==> src/rtl/vga_scan_ctrl.sv <==
// VGA scan controller: pixel-enable divider, H/V timing, integer-upscaled two-page
// framebuffer addressing and a one-pixel registered output stage with border colour.
module vga_scan_ctrl #(
  parameter int CLK_DIV         = 2,
  parameter int RD_LATENCY      = 1,
  parameter int COLOR_BITS      = 1,
  parameter int H_VISIBLE       = 640,
  parameter int H_FP            = 16,
  parameter int H_SYNC          = 96,
  parameter int H_BP            = 48,
  parameter int V_VISIBLE       = 480,
  parameter int V_FP            = 10,
  parameter int V_SYNC          = 2,
  parameter int V_BP            = 33,
  parameter int SYNC_ACTIVE_LOW = 1,
  parameter int FB_WIDTH        = 214,
  parameter int FB_HEIGHT       = 160,
  parameter int SCALE           = 3,
  parameter int A_WIDTH         = 17
) (
  input  logic                    clk,
  input  logic                    n_rst_async,
  input  logic                    fb_page,
  input  logic [3*COLOR_BITS-1:0] border_color,
  output logic [A_WIDTH-1:0]      fb_addr,
  input  logic [3*COLOR_BITS-1:0] fb_pixel,
  output logic [COLOR_BITS-1:0]   vga_r,
  output logic [COLOR_BITS-1:0]   vga_g,
  output logic [COLOR_BITS-1:0]   vga_b,
  output logic                    vga_hsync,
  output logic                    vga_vsync,
  output logic                    page_active,
  output logic                    vblank,
  output logic                    vblank_start
);

  localparam int H_TOTAL = H_VISIBLE + H_FP + H_SYNC + H_BP;
  localparam int V_TOTAL = V_VISIBLE + V_FP + V_SYNC + V_BP;
  localparam int HW      = $clog2(H_TOTAL);
  localparam int VW      = $clog2(V_TOTAL);
  localparam int DW      = $clog2(CLK_DIV);
  localparam int SW      = (SCALE > 1) ? $clog2(SCALE) : 1;
  localparam int PW      = 3 * COLOR_BITS;
  localparam int H_AREA  = (FB_WIDTH * SCALE < H_VISIBLE) ? FB_WIDTH * SCALE : H_VISIBLE;
  localparam int V_AREA  = (FB_HEIGHT * SCALE < V_VISIBLE) ? FB_HEIGHT * SCALE : V_VISIBLE;
  localparam logic [A_WIDTH-1:0] PAGE_SIZE = A_WIDTH'(FB_WIDTH * FB_HEIGHT);
  localparam logic [A_WIDTH-1:0] LINE_STEP = A_WIDTH'(FB_WIDTH);
  localparam logic SYNC_IDLE = (SYNC_ACTIVE_LOW != 0);

  if (CLK_DIV < 2) begin : g_chkDiv
    $error("vga_scan_ctrl: CLK_DIV must be at least 2");
  end
  if (RD_LATENCY > CLK_DIV - 1) begin : g_chkLat
    $error("vga_scan_ctrl: RD_LATENCY must not exceed CLK_DIV-1");
  end
  if (2 * FB_WIDTH * FB_HEIGHT > (2 ** A_WIDTH)) begin : g_chkAddr
    $error("vga_scan_ctrl: A_WIDTH too small for two framebuffer pages");
  end

  logic [DW-1:0]      r_divCnt;
  logic [HW-1:0]      r_hCnt, w_hNxt, r_fbX, w_fbXNxt;
  logic [VW-1:0]      r_vCnt, w_vNxt;
  logic [SW-1:0]      r_xSub, w_xSubNxt, r_ySub, w_ySubNxt;
  logic [A_WIDTH-1:0] r_lineBase, w_lineBaseNxt, r_fbAddr;
  logic [PW-1:0]      r_rgb;
  logic               r_pageActive, r_vblank, r_vblankStart, r_hsync, r_vsync;
  logic               w_pixEn, w_hWrap, w_vWrap, w_xWrap, w_yWrap;
  logic               w_visible, w_area, w_hsWin, w_vsWin, w_vbEnter;

  assign w_pixEn   = (r_divCnt == DW'(CLK_DIV - 1));
  assign w_hWrap   = (r_hCnt == HW'(H_TOTAL - 1));
  assign w_vWrap   = (r_vCnt == VW'(V_TOTAL - 1));
  assign w_xWrap   = (r_xSub == SW'(SCALE - 1));
  assign w_yWrap   = (r_ySub == SW'(SCALE - 1));
  assign w_visible = (r_hCnt < HW'(H_VISIBLE)) && (r_vCnt < VW'(V_VISIBLE));
  assign w_area    = (r_hCnt < HW'(H_AREA)) && (r_vCnt < VW'(V_AREA));
  assign w_hsWin   = (r_hCnt >= HW'(H_VISIBLE + H_FP)) && (r_hCnt < HW'(H_VISIBLE + H_FP + H_SYNC));
  assign w_vsWin   = (r_vCnt >= VW'(V_VISIBLE + V_FP)) && (r_vCnt < VW'(V_VISIBLE + V_FP + V_SYNC));
  assign w_vbEnter = w_hWrap && (r_vCnt == VW'(V_VISIBLE - 1));

  // Next scan position; the line base carries page offset plus fb_y*FB_WIDTH so no multiplier is needed
  always_comb begin
    w_hNxt        = r_hCnt;
    w_vNxt        = r_vCnt;
    w_xSubNxt     = r_xSub;
    w_ySubNxt     = r_ySub;
    w_fbXNxt      = r_fbX;
    w_lineBaseNxt = r_lineBase;
    if (w_hWrap) begin
      w_hNxt    = '0;
      w_xSubNxt = '0;
      w_fbXNxt  = '0;
      if (w_vWrap) begin
        w_vNxt        = '0;
        w_ySubNxt     = '0;
        w_lineBaseNxt = r_pageActive ? PAGE_SIZE : '0;
      end else begin
        w_vNxt = r_vCnt + 1'b1;
        if (w_yWrap) begin
          w_ySubNxt     = '0;
          w_lineBaseNxt = r_lineBase + LINE_STEP;
        end else begin
          w_ySubNxt = r_ySub + 1'b1;
        end
      end
    end else begin
      w_hNxt = r_hCnt + 1'b1;
      if (w_xWrap) begin
        w_xSubNxt = '0;
        w_fbXNxt  = r_fbX + 1'b1;
      end else begin
        w_xSubNxt = r_xSub + 1'b1;
      end
    end
  end

  // Address tracks the held (h,v); colour and syncs for that pixel are registered at the end of its period
  always_ff @(posedge clk or negedge n_rst_async) begin
    if (!n_rst_async) begin
      r_divCnt      <= '0;
      r_hCnt        <= '0;
      r_vCnt        <= '0;
      r_xSub        <= '0;
      r_ySub        <= '0;
      r_fbX         <= '0;
      r_lineBase    <= '0;
      r_fbAddr      <= '0;
      r_pageActive  <= 1'b0;
      r_vblank      <= 1'b0;
      r_vblankStart <= 1'b0;
      r_hsync       <= SYNC_IDLE;
      r_vsync       <= SYNC_IDLE;
      r_rgb         <= '0;
    end else begin
      r_vblankStart <= 1'b0;
      r_divCnt      <= w_pixEn ? '0 : r_divCnt + 1'b1;
      if (w_pixEn) begin
        r_hCnt     <= w_hNxt;
        r_vCnt     <= w_vNxt;
        r_xSub     <= w_xSubNxt;
        r_ySub     <= w_ySubNxt;
        r_fbX      <= w_fbXNxt;
        r_lineBase <= w_lineBaseNxt;
        r_fbAddr   <= w_lineBaseNxt + A_WIDTH'(w_fbXNxt);
        r_vblank   <= (w_vNxt >= VW'(V_VISIBLE));
        if (w_vbEnter) begin
          r_pageActive  <= fb_page;
          r_vblankStart <= 1'b1;
        end
        r_hsync <= w_hsWin ? ~SYNC_IDLE : SYNC_IDLE;
        r_vsync <= w_vsWin ? ~SYNC_IDLE : SYNC_IDLE;
        r_rgb   <= w_area ? fb_pixel : (w_visible ? border_color : '0);
      end
    end
  end

  assign fb_addr      = r_fbAddr;
  assign vga_r        = r_rgb[PW-1 -: COLOR_BITS];
  assign vga_g        = r_rgb[2*COLOR_BITS-1 -: COLOR_BITS];
  assign vga_b        = r_rgb[COLOR_BITS-1:0];
  assign vga_hsync    = r_hsync;
  assign vga_vsync    = r_vsync;
  assign page_active  = r_pageActive;
  assign vblank       = r_vblank;
  assign vblank_start = r_vblankStart;

endmodule

==> config.mk <==
export PLATFORM = sky130hd
export DESIGN_NAME = vga_scan_ctrl
export DESIGN_NICKNAME = d
export VERILOG_FILES = /design/src/rtl/vga_scan_ctrl.sv
export SDC_FILE = /design/constraint.sdc
export NUM_CORES = 1
export LEC_CHECK = 0
export CAP_MARGIN = 20
export CORE_MARGIN = 5
export CORE_UTILIZATION = 50
export DETAILED_ROUTE_END_ITERATION = 10
export GPL_ROUTABILITY_DRIVEN = 0
export GPL_TIMING_DRIVEN = 0
export HOLD_SLACK_MARGIN = 0.03
export PLACE_DENSITY = 0.69
export SETUP_SLACK_MARGIN = 0.2
export SYNTH_ARGS = -nofsm -noshare
export SYNTH_HDL_FRONTEND = slang
export SYNTH_SLANG_ARGS = --single-unit
==> constraint.sdc <==
create_clock -name clk -period 6.1 [get_ports clk]
set_input_delay 1.525 -clock clk [delete_from_list [all_inputs] [get_ports clk]]
set_output_delay 1.525 -clock clk [all_outputs]
set_load 0.02 [all_outputs]
# ---- Yosys cells after proc, flatten, opt, wreduce, memory -nomap -nowiden
# Index checks and enable logic that the tools add are counted.
dict set report classes {
  n_addsub 8
  order_cmp 7
  n_eq_ne 5
  n_mux 19
  n_reduce_logical 6
}
# operator count
set op_table {}
lappend op_table {{$mux W17} 3}
lappend op_table {{$mux W10} 5}
lappend op_table {{$add A10 B1 Y10 const B} 3}
lappend op_table {{$eq A10 B10 Y1 const B} 2}
lappend op_table {{$ge A10 B9 Y1 const B} 2}
lappend op_table {{$lt A10 B10 Y1 const B} 2}
lappend op_table {{$lt A10 B9 Y1 const B} 2}
lappend op_table {{$add A17 B10 Y17} 1}
lappend op_table {{$add A17 B8 Y17 const B} 1}
lappend op_table {{$mux W16} 1}
lappend op_table {{$eq A10 B9 Y1 const B} 1}
lappend op_table {{$ge A10 B10 Y1 const B} 1}
lappend op_table {{$mux W2} 4}
lappend op_table {{$mux W1} 5}
lappend op_table {{$add A2 B1 Y2 const B} 2}
lappend op_table {{$eq A2 B2 Y1 const B} 2}
lappend op_table {{$logic_and A1 B1 Y1} 4}
lappend op_table {{$reduce_and A2 Y1} 2}
lappend op_table {{$mux W3} 1}
lappend op_table {{$add A1 B1 Y1 const B} 1}
dict set report word_totals {
  regBits 77
  in_bits 9
  out_inout_bits 25
}

# ---- Logic depth before layout (Yosys ltp)
dict set report logic_depth {
  word_depth 5
  depth_mapped 18
}

# ---- Least setup slack after synthesis
# No wires, ideal clock.
dict set report synth_timing {
  kind {flip-flop to flip-flop}
  start {reg r_vCnt[5]}
  end {reg r_fbAddr[15] (netlist: fb_addr[15])}
  setup_time_ps 126
  arrival_time_ps 3618
  required_time_ps 5974
  slack_ps 2356
  stages_incl_launch_ff 18
  n_path_buf 3
  synth_period_minus_slack_ps 3744
  path_cell_list {dfrtp_1 -> buf_6 -> or3_4 -> or3_1 -> buf_6 -> clkbuf_1 -> a21oi_1 -> nor2_1 -> a31oi_1 -> inv_1 -> ha_1 -> a21oi_1 -> o2111ai_1 -> nand2_1 -> o21ai_0 -> nor2_1 -> or3_1 -> a221o_1}
}
dict set report synth_via {
  elab_chain_len 4
}
# element line_no
set synth_rtl {}
lappend synth_rtl {{start, declared} 62} ;# logic [VW-1:0] r_vCnt, w_vNxt;
lappend synth_rtl {{start signal, assigned} 139} ;# r_vCnt <= w_vNxt;
lappend synth_rtl {{$eq A10 B10 Y1} 72} ;# assign w_vWrap = (r_vCnt == VW'(V_TOTAL - 1));
lappend synth_rtl {{$mux W17} 93} ;# if (w_vWrap) begin
lappend synth_rtl {{$mux W17} 89} ;# if (w_hWrap) begin
lappend synth_rtl {{via w_lineBaseNxt[1]} 64} ;# logic [A_WIDTH-1:0] r_lineBase, w_lineBaseNxt, r_fbAddr;
lappend synth_rtl {{$add A17 B10 Y17} 144} ;# r_fbAddr <= w_lineBaseNxt + A_WIDTH'(w_fbXNxt);
lappend synth_rtl {{end signal, assigned} 144}
lappend synth_rtl {{end, declared} 64}
# The timed path passes the listed nets, and every way through them passes these cells.
# A chain may end at the register's enable or synchronous reset.

# ---- Final worst setup path
dict set report layout_timing {
  start {reg r_hCnt[0]}
  end {reg r_fbAddr[15] (netlist: fb_addr[15])}
}
dict set report layout_via {
  elab_chain_len 3
  word_cells_on_any_way 4
  cone_classes {add/sub (1); eq/ne (1); mux (2)}
}
# element line_no
set layout_rtl {}
lappend layout_rtl {{start, declared} 61} ;# logic [HW-1:0] r_hCnt, w_hNxt, r_fbX, w_fbXNxt;
lappend layout_rtl {{start signal, assigned} 138} ;# r_hCnt <= w_hNxt;
lappend layout_rtl {{$eq A10 B10 Y1} 71} ;# assign w_hWrap = (r_hCnt == HW'(H_TOTAL - 1));
lappend layout_rtl {{$mux W17} 89}
lappend layout_rtl {{via w_lineBaseNxt[3]} 64}
lappend layout_rtl {{$add A17 B10 Y17} 144}
# The timed path passes the listed nets, and every way through them passes these cells.

==> run_results.csv <==
group,metric,value,unit
cells_and_area,drive_gt1_frac,0.1144,
clock_network,cts_setup_buffers,0,
timing,tns,0,ns
timing,fin_crit_sh,0.7624,
route,first_pass_iters,5,
die,dieWidth,106.8,µm
route,viasPerCell,6.032,
synth,syn_inst,495,
critical_path,r2r_slack,1.45,ns
clock_network,cts_buffer_depth,2,
cells_and_area,area_growth,14.53,%
pwr,p_sw,0.2108,mW
critical_path,critPathBufInv,1,
synth,synth_edf_count,0,
die,row_count,35,
synth,ys_seq_area_frac,0.4117,
clock_network,cts_num_sinks,77,
clock_network,clock_latency,0.36,ns
pwr,leakagePower,2.366,nW
critical_path,cp_top_family,"simple AND/OR/NAND/NOR gates",
timing,slew_headroom,0.4462,
synth,ys_ff_latch,77,
clock_network,cts_tree,"yes",
hold_path,worstHoldStart,"vga_vsync",
hold_path,worstHoldPathType,"flop to flop",
route,wl,11400,µm
cells_and_area,antenna_cells,0,
critical_path,endpoint_kind,"flop",
pwr,total_power,0.9593,mW
hold_path,whs_path_depth,2,
die,coreArea,9196,µm²
critical_path,required,6.35,ns
critical_path,arrival,4.90,ns
die,initial_utilization,0.5095,
synth,syn_area,4686,µm²
route,drtAntennaViolNets,0,
critical_path,r2r_end,"fb_addr[15]",
pwr,power_frac_comb,0.020,
clock_network,clockRootBuffer,"clkbuf_8",
pwr,powerDensity,178.8,nW/µm²
critical_path,critPathSlowestCell,"nor3_1",
synth,async_reset_ff_frac,1.000,
synth,ys_types,69,
route,num_vias,3939,
timing,drv_slew,0,
timing,finalClockSkew,0.01399,ns
route,drc,0,
timing,period_minus_slack,4.651,ns
global_route,grt_first_pass_wirelength,19180,µm
pwr,internal_power,0.7485,mW
critical_path,cp_max_fo,10,
timing,setup_viol,0,
synth,synth_area_per_cell,9.466,µm²
timing,tightestPinTransition,0.8231,ns
die,io_pins,34,
critical_path,reg2regPathDepth,14,
critical_path,cp_slowest_stage_delay,0.54,ns
pwr,pwr-share-seq,0.533,
timing,clock.fmax,215.0,MHz
clock_network,holdBufCountCts,0,
global_route,first_global_vias,3835,
synth,syn_nets,521,
timing,finalHoldViolCount,0,
timing,rsz0062_at_grt,"no",
pwr,irDropWorstVdd,0.08779,mV
global_route,antenna_found_initial,0,
global_route,grt_overflow,0,
clock_network,cts_buffers,9,
pwr,pwr-share-clk,0.447,
global_route,grt_util_all_layers,0.2101,
synth,ys.flop_type,"dfrtp_1",
route,drt_iter0_markers,191,
job,cap_violations,0,
synth,yosys_warnings,0,
cells_and_area,nNetsFinal,563,
outcome,status,"complete, no violations",
critical_path,cp-start-kind,"flop",
route,wl_per_cell,17.45,µm
clock_network,post_cts_resized,0,
placement,dp_slack,1.478,ns
pwr,switching_share,0.2197,
placement,port_buffers,30,
placement,dpl.hpwl,8322,µm
critical_path,cp_cell_sequence,"ha_1, nand2b_1, nor3_1, clkbuf_1, nand2_1, o41ai_1, ha_1, nand3_1, o2111ai_1, nand2_1, o21ai_0, nor2_1, or3_1, a221o_1",
die,dieArea,11410,µm²
die,dieHeight,106.8,µm
critical_path,criticalPathCategory,"flop to flop",
timing,setup_ws,1.449,ns
hold_path,holdPathEnd,"vga_vsync",
global_route,grt_max_degree,51,
clock_network,path_clk_slew,0.09,ns
critical_path,reg2reg_from,"r_hCnt[0]",
clock_network,htreeDepth,3,
## power by group through the flow
stage | Clock, mW | Combinational, mW | Sequential, mW
final | 0.429 | 0.0192 | 0.512
after global routing | 0.463 | 0.0219 | 0.512
after CTS | 0.436 | 0.0202 | 0.512
after detailed placement | 0 | 0.0203 | 0.522
after global placement | 0 | 0.0178 | 0.522
after floorplan | 0 | 0.000865 | 0.523
## worst max path at each step
stage                      from  slack, ns          end  cells past startpoint
global placement    n_rst_async       0.76     r_fbX[9]                      1
global route          r_vCnt[1]       1.18  fb_addr[15]                     18
CTS                   r_hCnt[0]       1.47  fb_addr[15]                     14
finish                r_hCnt[0]       1.45  fb_addr[15]                     14
floorplan             r_vCnt[5]       2.36  fb_addr[15]                     17
detailed placement    r_hCnt[0]       1.48  fb_addr[15]                     14
## flip-flops by register name, indices dropped and copies added, names as in the netlist
register and cells:
vga_hsync 1, r_hCnt 10, r_fbX 10, r_lineBase 17, page_active 1, vga_vsync 1, r_rgb 3, r_ySub 2
vblank_start 1, fb_addr 17, r_vCnt 10, r_divCnt 1, vblank 1, r_xSub 2
## layout by cell type, fill, tap and decap left out, types with 3 or more instances in the layout
cell	count
clkbuf_8	9
mux2_2	27
clkdlybuf4s50_1	29
a22o_1	7
or3_1	9
dfrtp_1	75
xnor2_1	17
nand3_1	13
ha_1	16
o21ai_0	35
a31oi_1	3
nor2b_1	5
mux2i_1	3
a21boi_0	3
nand2b_1	3
xor2_1	12
nor4_1	8
inv_1	24
nor2_1	38
nor3_1	8
nand4_1	8
o31ai_1	11
a21oi_1	24
a211oi_1	4
and3_1	5
nand2_1	54
a21o_1	5
clkbuf_1	18
buf_6	3
o211ai_1	6
## through the flow
step	hold slack [ns]	util	cell area [µm²]	std cells
6_report	0.4964	0.5835	5366	653
5_1_grt	0.5051	0.5835	5366	653
4_1_cts	0.4941	0.5835	5366	653
3_5_place_dp	0.4803	0.5600	5150	637
3_3_place_gp	0.4726	0.5573	5125	636
2_1_floorplan	0.4763	-	4686	495
## logic make-up (layout without fill, tap and decap cells)
kind of cell,after synthesis,after routing,synth area share
XOR/XNOR,29,29,0.05420
AO/OA/AOI/OAI,124,124,0.1853
adder cells (fa/ha/maj),17,17,0.04700
buffers and inverters,46,93,0.04192
flip-flops,77,77,0.4117
AND/OR/NAND/NOR,172,172,0.1885
multiplexers,30,30,0.07129
## tightest hold or removal path, cell delays in order (launching register included)
cell and delay, ns:
dfstp_2 0.38, nor2_1 0.08, a21oi_1 0.05
## layer usage
layer  vias up  global-route usage  wire, µm
met4         0             0.08858       280
li1       1881                   -         -
met1      1911              0.2801      5114
met5         -                   0         0
met2       126              0.3417      5443
met3        21             0.03131       558
## cell type report
| type | instances | area, µm² |
|---|---|---|
| fill | 814 | 3830 |
| inverter | 24 | 90.09 |
| sequential | 77 | 1929 |
| clock inverter | 6 | 88.84 |
| timing repair buffer | 31 | 325.3 |
| tap | 111 | 138.9 |
| multi-input combinational | 372 | 2560 |
| clock buffer | 10 | 127.6 |
| buffer | 22 | 106.4 |
## synth_stat cells, drive strengths merged (6+ instances only)
cell type	number	area [µm²]
a21oi	24	120.1
nand2	54	202.7
a22o	7	61.31
or3	10	67.56
o211ai	6	45.04
inv	24	90.09
ha	16	200.2
xor2	12	105.1
xnor2	17	148.9
nor3	9	50.05
nand4	8	50.05
clkbuf	17	63.81
o31ai	11	82.58
mux2	27	304.0
dfrtp	75	1877
o21ai	37	196.4
nor4	8	50.05
nand3	14	75.07
nor2	38	142.6
(Power assumes the default switching activity.)
